$ cat src/rtl/canvas_mem_arbiter_pkg.sv
// Shared constants and types for the canvas RAM arbiter: requester ownership
// encoding and the read-return latency.
package canvas_mem_arbiter_pkg;

    localparam logic OWN_DISP = 1'b0;
    localparam logic OWN_CPU  = 1'b1;

    // Cycles from the ack cycle to the cycle the matching rvalid is high.
    localparam int RD_LAT = 2;

    typedef struct packed {
        logic valid;
        logic owner;
    } rd_tag_t;

endpackage

$ cat src/rtl/canvas_mem_arbiter_rd_tag_pipe.sv
// Owner tag shift register: follows each read issued to the RAM and raises the
// matching requester's rvalid when the RAM data comes back.
module arb_rd_tag_pipe
    import canvas_mem_arbiter_pkg::*;
(
    input  logic clk,
    input  logic rst,
    input  logic issue_valid,
    input  logic issue_owner,
    output logic disp_rvalid,
    output logic cpu_rvalid
);

    rd_tag_t                issue_tag;
    rd_tag_t [RD_LAT-1:0]   tag_reg;

    assign issue_tag = '{valid: issue_valid, owner: issue_owner};

    // Reset empties the pipe, so reads in flight never produce an rvalid.
    always_ff @(posedge clk or posedge rst) begin
        if (rst) begin
            tag_reg <= '0;
        end else begin
            tag_reg <= {tag_reg[RD_LAT-2:0], issue_tag};
        end
    end

    assign disp_rvalid = tag_reg[RD_LAT-1].valid && (tag_reg[RD_LAT-1].owner == OWN_DISP);
    assign cpu_rvalid  = tag_reg[RD_LAT-1].valid && (tag_reg[RD_LAT-1].owner == OWN_CPU);

endmodule

$ cat src/rtl/canvas_mem_arbiter.sv
// Single-port canvas RAM arbiter: display line fetch has priority, the CPU is
// forced a slot after STARVE consecutive contended display wins.
module canvas_mem_arbiter
    import canvas_mem_arbiter_pkg::*;
#(
    parameter int ADDRW  = 14,
    parameter int DATAW  = 32,
    parameter int STARVE = 8
) (
    input  logic                 clk,
    input  logic                 rst,
    input  logic                 disp_req,
    input  logic [ADDRW-1:0]     disp_addr,
    output logic                 disp_ack,
    output logic                 disp_rvalid,
    output logic [DATAW-1:0]     disp_rdata,
    input  logic                 cpu_req,
    input  logic                 cpu_we,
    input  logic [ADDRW-1:0]     cpu_addr,
    input  logic [DATAW-1:0]     cpu_wdata,
    input  logic [DATAW/8-1:0]   cpu_wmask,
    output logic                 cpu_ack,
    output logic                 cpu_rvalid,
    output logic [DATAW-1:0]     cpu_rdata,
    output logic                 mem_ce,
    output logic                 mem_we,
    output logic [ADDRW-1:0]     mem_addr,
    output logic [DATAW-1:0]     mem_wdata,
    output logic [DATAW/8-1:0]   mem_wmask,
    input  logic [DATAW-1:0]     mem_rdata
);

    localparam int         NBYTE      = DATAW / 8;
    localparam logic [7:0] STARVE_MAX = 8'(STARVE);

    logic [7:0]       starve_reg;
    logic [7:0]       starve_next;
    logic             starve_hit;
    logic [NBYTE-1:0] cpu_mask_eff;
    logic             rd_issue;
    logic             rd_owner;

    assign starve_hit = (starve_reg == STARVE_MAX);
    assign disp_ack   = disp_req & ~(cpu_req & starve_hit);
    assign cpu_ack    = cpu_req & (~disp_req | starve_hit);

    // Counts only display wins the CPU actually had to wait for.
    always_comb begin
        starve_next = starve_reg;
        if (!cpu_req || cpu_ack) begin
            starve_next = '0;
        end else if (disp_ack && !starve_hit) begin
            starve_next = starve_reg + 8'd1;
        end
    end

    genvar gi;
    generate
        for (gi = 0; gi < NBYTE; gi++) begin : g_mask
            assign cpu_mask_eff[gi] = cpu_we & cpu_wmask[gi];
        end
    endgenerate

    always_ff @(posedge clk or posedge rst) begin
        if (rst) begin
            starve_reg <= '0;
            mem_ce     <= 1'b0;
            mem_we     <= 1'b0;
            mem_addr   <= '0;
            mem_wdata  <= '0;
            mem_wmask  <= '0;
        end else begin
            starve_reg <= starve_next;
            if (disp_ack) begin
                mem_ce    <= 1'b1;
                mem_we    <= 1'b0;
                mem_addr  <= disp_addr;
                mem_wdata <= '0;
                mem_wmask <= '0;
            end else if (cpu_ack) begin
                mem_ce    <= 1'b1;
                mem_we    <= cpu_we;
                mem_addr  <= cpu_addr;
                mem_wdata <= cpu_wdata;
                mem_wmask <= cpu_mask_eff;
            end else begin
                mem_ce    <= 1'b0;
                mem_we    <= 1'b0;
            end
        end
    end

    // Writes, including zero-mask ones, never enter the tag pipe.
    assign rd_issue = disp_ack | (cpu_ack & ~cpu_we);
    assign rd_owner = cpu_ack ? OWN_CPU : OWN_DISP;

    arb_rd_tag_pipe u_tag_pipe (
        .clk         (clk),
        .rst         (rst),
        .issue_valid (rd_issue),
        .issue_owner (rd_owner),
        .disp_rvalid (disp_rvalid),
        .cpu_rvalid  (cpu_rvalid)
    );

    assign disp_rdata = mem_rdata;
    assign cpu_rdata  = mem_rdata;

endmodule
$ cat config.mk
export PLATFORM = sky130hd
export DESIGN_NAME = canvas_mem_arbiter
export DESIGN_NICKNAME = d
export VERILOG_FILES = /design/src/rtl/canvas_mem_arbiter_pkg.sv /design/src/rtl/canvas_mem_arbiter_rd_tag_pipe.sv /design/src/rtl/canvas_mem_arbiter.sv
export SDC_FILE = /design/constraint.sdc
export NUM_CORES = 1
export LEC_CHECK = 0
export CAP_MARGIN = 5
export CORE_AREA = 4 4 100 102
export CTS_CLUSTER_SIZE = 28
export DETAILED_ROUTE_END_ITERATION = 6
export DIE_AREA = 0 0 104 106
export PLACE_DENSITY_LB_ADDON = 0.1
export SLEW_MARGIN = 20
export SYNTH_ARGS = -nofsm -noshare
export SYNTH_HDL_FRONTEND = slang
export SYNTH_SLANG_ARGS = --single-unit
$ cat constraint.sdc
create_clock -name clk -period 2.5 [get_ports clk]
set_clock_uncertainty 0.15 [all_clocks]
set_input_delay 0.625 -clock clk [delete_from_list [all_inputs] [get_ports clk]]
set_output_delay 0.625 -clock clk [all_outputs]
set_load 0.05 [all_outputs]
; Yosys cells after proc, flatten, opt, wreduce, memory -nomap -nowiden
; Cells that the tools add are included.
[totals]
output_inout_bits = 120
word_cells = 46
ff_bits = 64
inputBits = 101
[op_classes]
eq_ne = 1
n_reduce_logical = 8
n_bitwise = 14
n_mux = 12
add_sub_neg = 1
[op_table]
columns = cell, n
row1 = $mux W32, 2
row2 = $mux W14, 2
row3 = $mux W8, 2
row4 = $add A8 B1 Y8 const B, 1
row5 = $and A1 B1 Y1, 8
row6 = $eq A8 B4 Y1 const B, 1
row7 = $mux W4, 2
row8 = $mux W1, 4
row9 = $not A1 Y1, 4
row10 = $reduce_bool A2 Y1, 2
row11 = $logic_and A1 B1 Y1, 3
row12 = $logic_not A1 Y1, 2
row13 = $or A1 B1 Y1, 2
row14 = $logic_or A1 B1 Y1, 1

; Depth between registers and ports, before layout
[depth]
word_depth = 7
mapped_depth = 6
depth_no_buf = 5

; Hierarchy
; Synthesis repeated with hierarchy kept, for this count alone.
[unflattened]
cells_unflattened = 265
hier_area_um2 = 3130.5
[modules_own_cells]
columns = mod, instances, cells_per_inst, area_per_inst_um2, seq_area_each_um2
row1 = canvas_mem_arbiter, 1, 258, 3010.4, 1501.4
row2 = arb_rd_tag_pipe, 1, 7, 120.1, 100.1

; Least setup slack after synthesis
; Ideal clock, no wire load.
[synth_path]
path_type = reg-to-output
from = register starve_reg[0]
to = output port disp_ack
arrival_ns = 1.761
setup_slack_ns = -0.036
path_buffers = 1
path_stages_with_launch = 7
t_required_ns = 1.725
cell_sequence = dfrtp_1 inv_1 ha_1 or3b_2 o31ai_4 buf_6 inv_1
[synth_between]
elab_chain_len = 4
[synth_lines]
columns = element, line
row1 = from (decl), canvas_mem_arbiter.sv:36  ; logic [7:0] starve_reg;
row2 = from (signal assigned), canvas_mem_arbiter.sv:73  ; starve_reg <= starve_next;
row3 = $eq A8 B4 Y1, canvas_mem_arbiter.sv:43  ; assign starve_hit = (starve_reg == STARVE_MAX);
row4 = $and A1 B1 Y1, canvas_mem_arbiter.sv:44  ; assign disp_ack = disp_req & ~(cpu_req & starve_hit);
row5 = $not A1 Y1, canvas_mem_arbiter.sv:44
row6 = $and A1 B1 Y1, canvas_mem_arbiter.sv:44
row7 = to (decl), canvas_mem_arbiter.sv:14  ; output logic disp_ack,
; No other way between the ends.

; Worst setup path after layout
[layout_path]
from = register starve_reg[6]
to = output port disp_ack
; The elaborated chain is that of the path after synthesis.

==> results by group <==
Setup path
  • Worst path bufs/invs: 2
  • CP Capture Type: output port
  • Worst EP required: 1.73 ns
  • Worst-path fanout max: 5
  • Arrival time at the worst endpoint: 1.97 ns
  • CP max stage delay: 0.55 ns
  • Critical path class: register to output port
  • Critical path's top delay family: simple AND/OR/NAND/NOR gates
  • CP Cell Sequence: or4b_4 > o31ai_4 > clkinvlp_4 > buf_6
  • Crit start category: register
  • Crit-path slowest cell: or4b_4

Clock network
  • CTS tree: done
  • H-tree depth: 3
  • Clock Path Buffers: 2
  • Clock slew at reported path FFs: 0.07 ns
  • Clock Latency Late Sink: 0.34 ns
  • Cts bufs inserted: 9
  • CTS sink cnt: 64
  • Root Driver: clkbuf_8

Global route
  • Vias in the first global route: 2450
  • GR Layer Usage met1: 0.183
  • GR peak layer: met2
  • Initial antenna violation count: 0
  • Largest net degree at the start of global routing: 65
  • M3 GR Usage: 0.0389
  • Global route overflow: 0
  • M2 GR Usage: 0.260
  • Total GRT Usage: 0.155
  • First-pass GRT wire length: 13.4 mm

Synth
  • Synthesized cell area: 3210 um2
  • FFs w/ async S/R, synth: 1.00
  • Synth Area in Adders: 0.00781
  • Top_reg_cell synth: dfrtp_1
  • Main combinational cell family by area after synthesis: compound AO/OA/AOI/OAI gates
  • Post-synthesis cell count: 279
  • EDFF count, synth: 0
  • Yosys warning total: 0
  • Multiplexer share of the synthesized area: 0
  • Mean Syn Cell Area: 11.5 um2
  • Area share of and/or/nand/nor cells after synthesis: 0.0820
  • XOR/XNOR Fraction of Synth Area: 0.00820
  • Compound-cell area share of the yosys netlist: 0.219
  • Seq/Total Area, Yosys: 0.500
  • Post-synthesis cell type count: 31
  • Post-synthesis register bit count: 64
  • Synth Net Count: 382

STA
  • Final worst setup slack: -0.249 ns
  • Worst slew margin: 0.593
  • Final Hold Vio Count: 0
  • Final Slew Violations: 0
  • F_max: 364 MHz
  • Unrepaired setup endpoints after global routing: true
  • Final worst path period need: 2.75 ns
  • Fin crit share: 1.10
  • Worst Tran Pin Value: 0.608 ns
  • Final setup viols: 1

Cells and area
  • FILL cells: 858
  • Footprint of the multi-input gates: 1050 um2
  • # nets final: 453
  • Max reg flops: 32
  • Post-route cell area: 4440 um2
  • Layout area overhead: 38.4%
  • Most common cell after layout, fill and taps aside: clkdlybuf4s50_1
  • Layout cell share with drive strength beyond 1: 0.172
  • Antenna cells: 0
  • Most frequent cells in the layout: clkdlybuf4s50_1, dfrtp_1, a32o_1
  • Final cell count without fillers: 466
  • Sequential Area: 1600 um2

Die
  • Starting density of the core: 0.352
  • Die span in y: 106 um
  • Std-Cell Rows: 35
  • I/O pin cnt: 221
  • Core area: 9110 um2
  • Chip Width: 104 um
  • Total die area: 11000 um2

Route
  • First drt pass iteration count: 4
  • Antenna viol nets, final: 0
  • Routed WL per cell: 18.2 um
  • Post-route DRC: 0
  • Via count: 2382
  • First DRT Iteration DRCs: 124
  • Total Wirelength: 8.49 mm
  • DR vias/cell: 5.11

Run status
  • Status: complete, but fails checks
  • Failing checks: setup timing

Placed design
  • Area after DPL: 4170 um2
  • IO buf count: 124
  • Placed Cells: 448
  • GP Congestion: 0.703
  • HPWL Detailed: 5.83 mm

Pwr
  • Worst IR Drop VDD: 0.238 mV
  • PwrDens: 616 nW/um2
  • Leakage: 0.00182 uW

Run
  • Max cap viols: 0

Min path
  • Hold crit path type: register to register
==> cells by family after synthesis <==
logic type / after synthesis
XOR/XNOR: 3
AO/OA/AOI/OAI: 75
buffers and inverters: 89
flip-flops: 64
adder cells (fa/ha/maj): 2
AND/OR/NAND/NOR: 46
==> cell type report <==
type,count,area share
multi-input combinational,126,0.237
tap,111,0.0313
clock buffer,14,0.0412
timing repair buffer,142,0.315
inverter,7,0.00677
clock inverter,2,0.00790
sequential,64,0.361
==> metrics by stage <==
stage	power, uW	setup TNS, ns	worst slack [ns]	hold WS [ns]	utilization
after floorplan	1770	-0.0186	-0.0186	0.181	-
after global placement	1780	-0.0385	-0.0385	0.185	0.458
after detailed placement	1790	0	0.00527	0.185	0.458
after CTS	2770	-0.515	-0.268	0.200	0.484
after global routing	2850	-0.357	-0.298	0.208	0.487
final	2730	-0.249	-0.249	0.198	0.487
==> worst paths after layout <==
check	startpoint	endpoint	slack, ns	depth (start not counted)
min reg2reg	u_tag_pipe.tag_reg[0]$_DFF_PP0_	u_tag_pipe.tag_reg[2]$_DFF_PP0_	0.20	0
max	starve_reg[6]$_DFFE_PP0P_	disp_ack	-0.25	4
max reg2reg	starve_reg[6]$_DFFE_PP0P_	mem_addr[5]$_DFFE_PP0P_	0.44	4
min	u_tag_pipe.tag_reg[0]$_DFF_PP0_	u_tag_pipe.tag_reg[2]$_DFF_PP0_	0.20	0
max in group asynchronous	rst	mem_addr[7]$_DFFE_PP0P_	1.39	3
min in group asynchronous	rst	mem_wdata[2]$_DFFE_PP0P_	0.53	3
==> what timing repair did <==
action                     in CTS  in global routing
hold buffers                    0                  0
cloned                          0                  0
setup endpoints to repair       2                  2
pin swaps                       2                  2
gates resized for setup         1                  7
buffers inserted                2                  0
==> layer usage <==
metal | part of all wire | up-vias
met1 | 0.40 | 1162
met3 | 0.060 | 33
met5 | 0 | -
met4 | 0.034 | 0
met2 | 0.50 | 79
li1 | - | 1108
==> Yosys cell counts (2+ instances only) <==
cell,n,area share
nor2b_1,14,0.027
nand3_1,9,0.014
buf_4,64,0.15
nor2_1,6,0.0070
nand2_1,5,0.0059
o21ai_0,8,0.012
o221a_2,14,0.049
a21oi_1,3,0.0047
or3_1,3,0.0059
a32o_1,32,0.10
ha_1,2,0.0078
dfrtp_1,64,0.50
a211o_1,14,0.038
xor2_1,2,0.0055
buf_2,6,0.0094
clkbuf_1,10,0.012
and2_1,2,0.0039
and3_1,2,0.0039
inv_1,7,0.0082
==> report_power, final <==
part | switching [uW] | internal [uW] | leakage, uW
Clock | 397 | 569 | 0.000113
Combinational | 364 | 280 | 0.000887
Sequential | 27.4 | 1090 | 0.000822
Total | 788 | 1940 | 0.00182
Power figures use the tool's default switching activity.
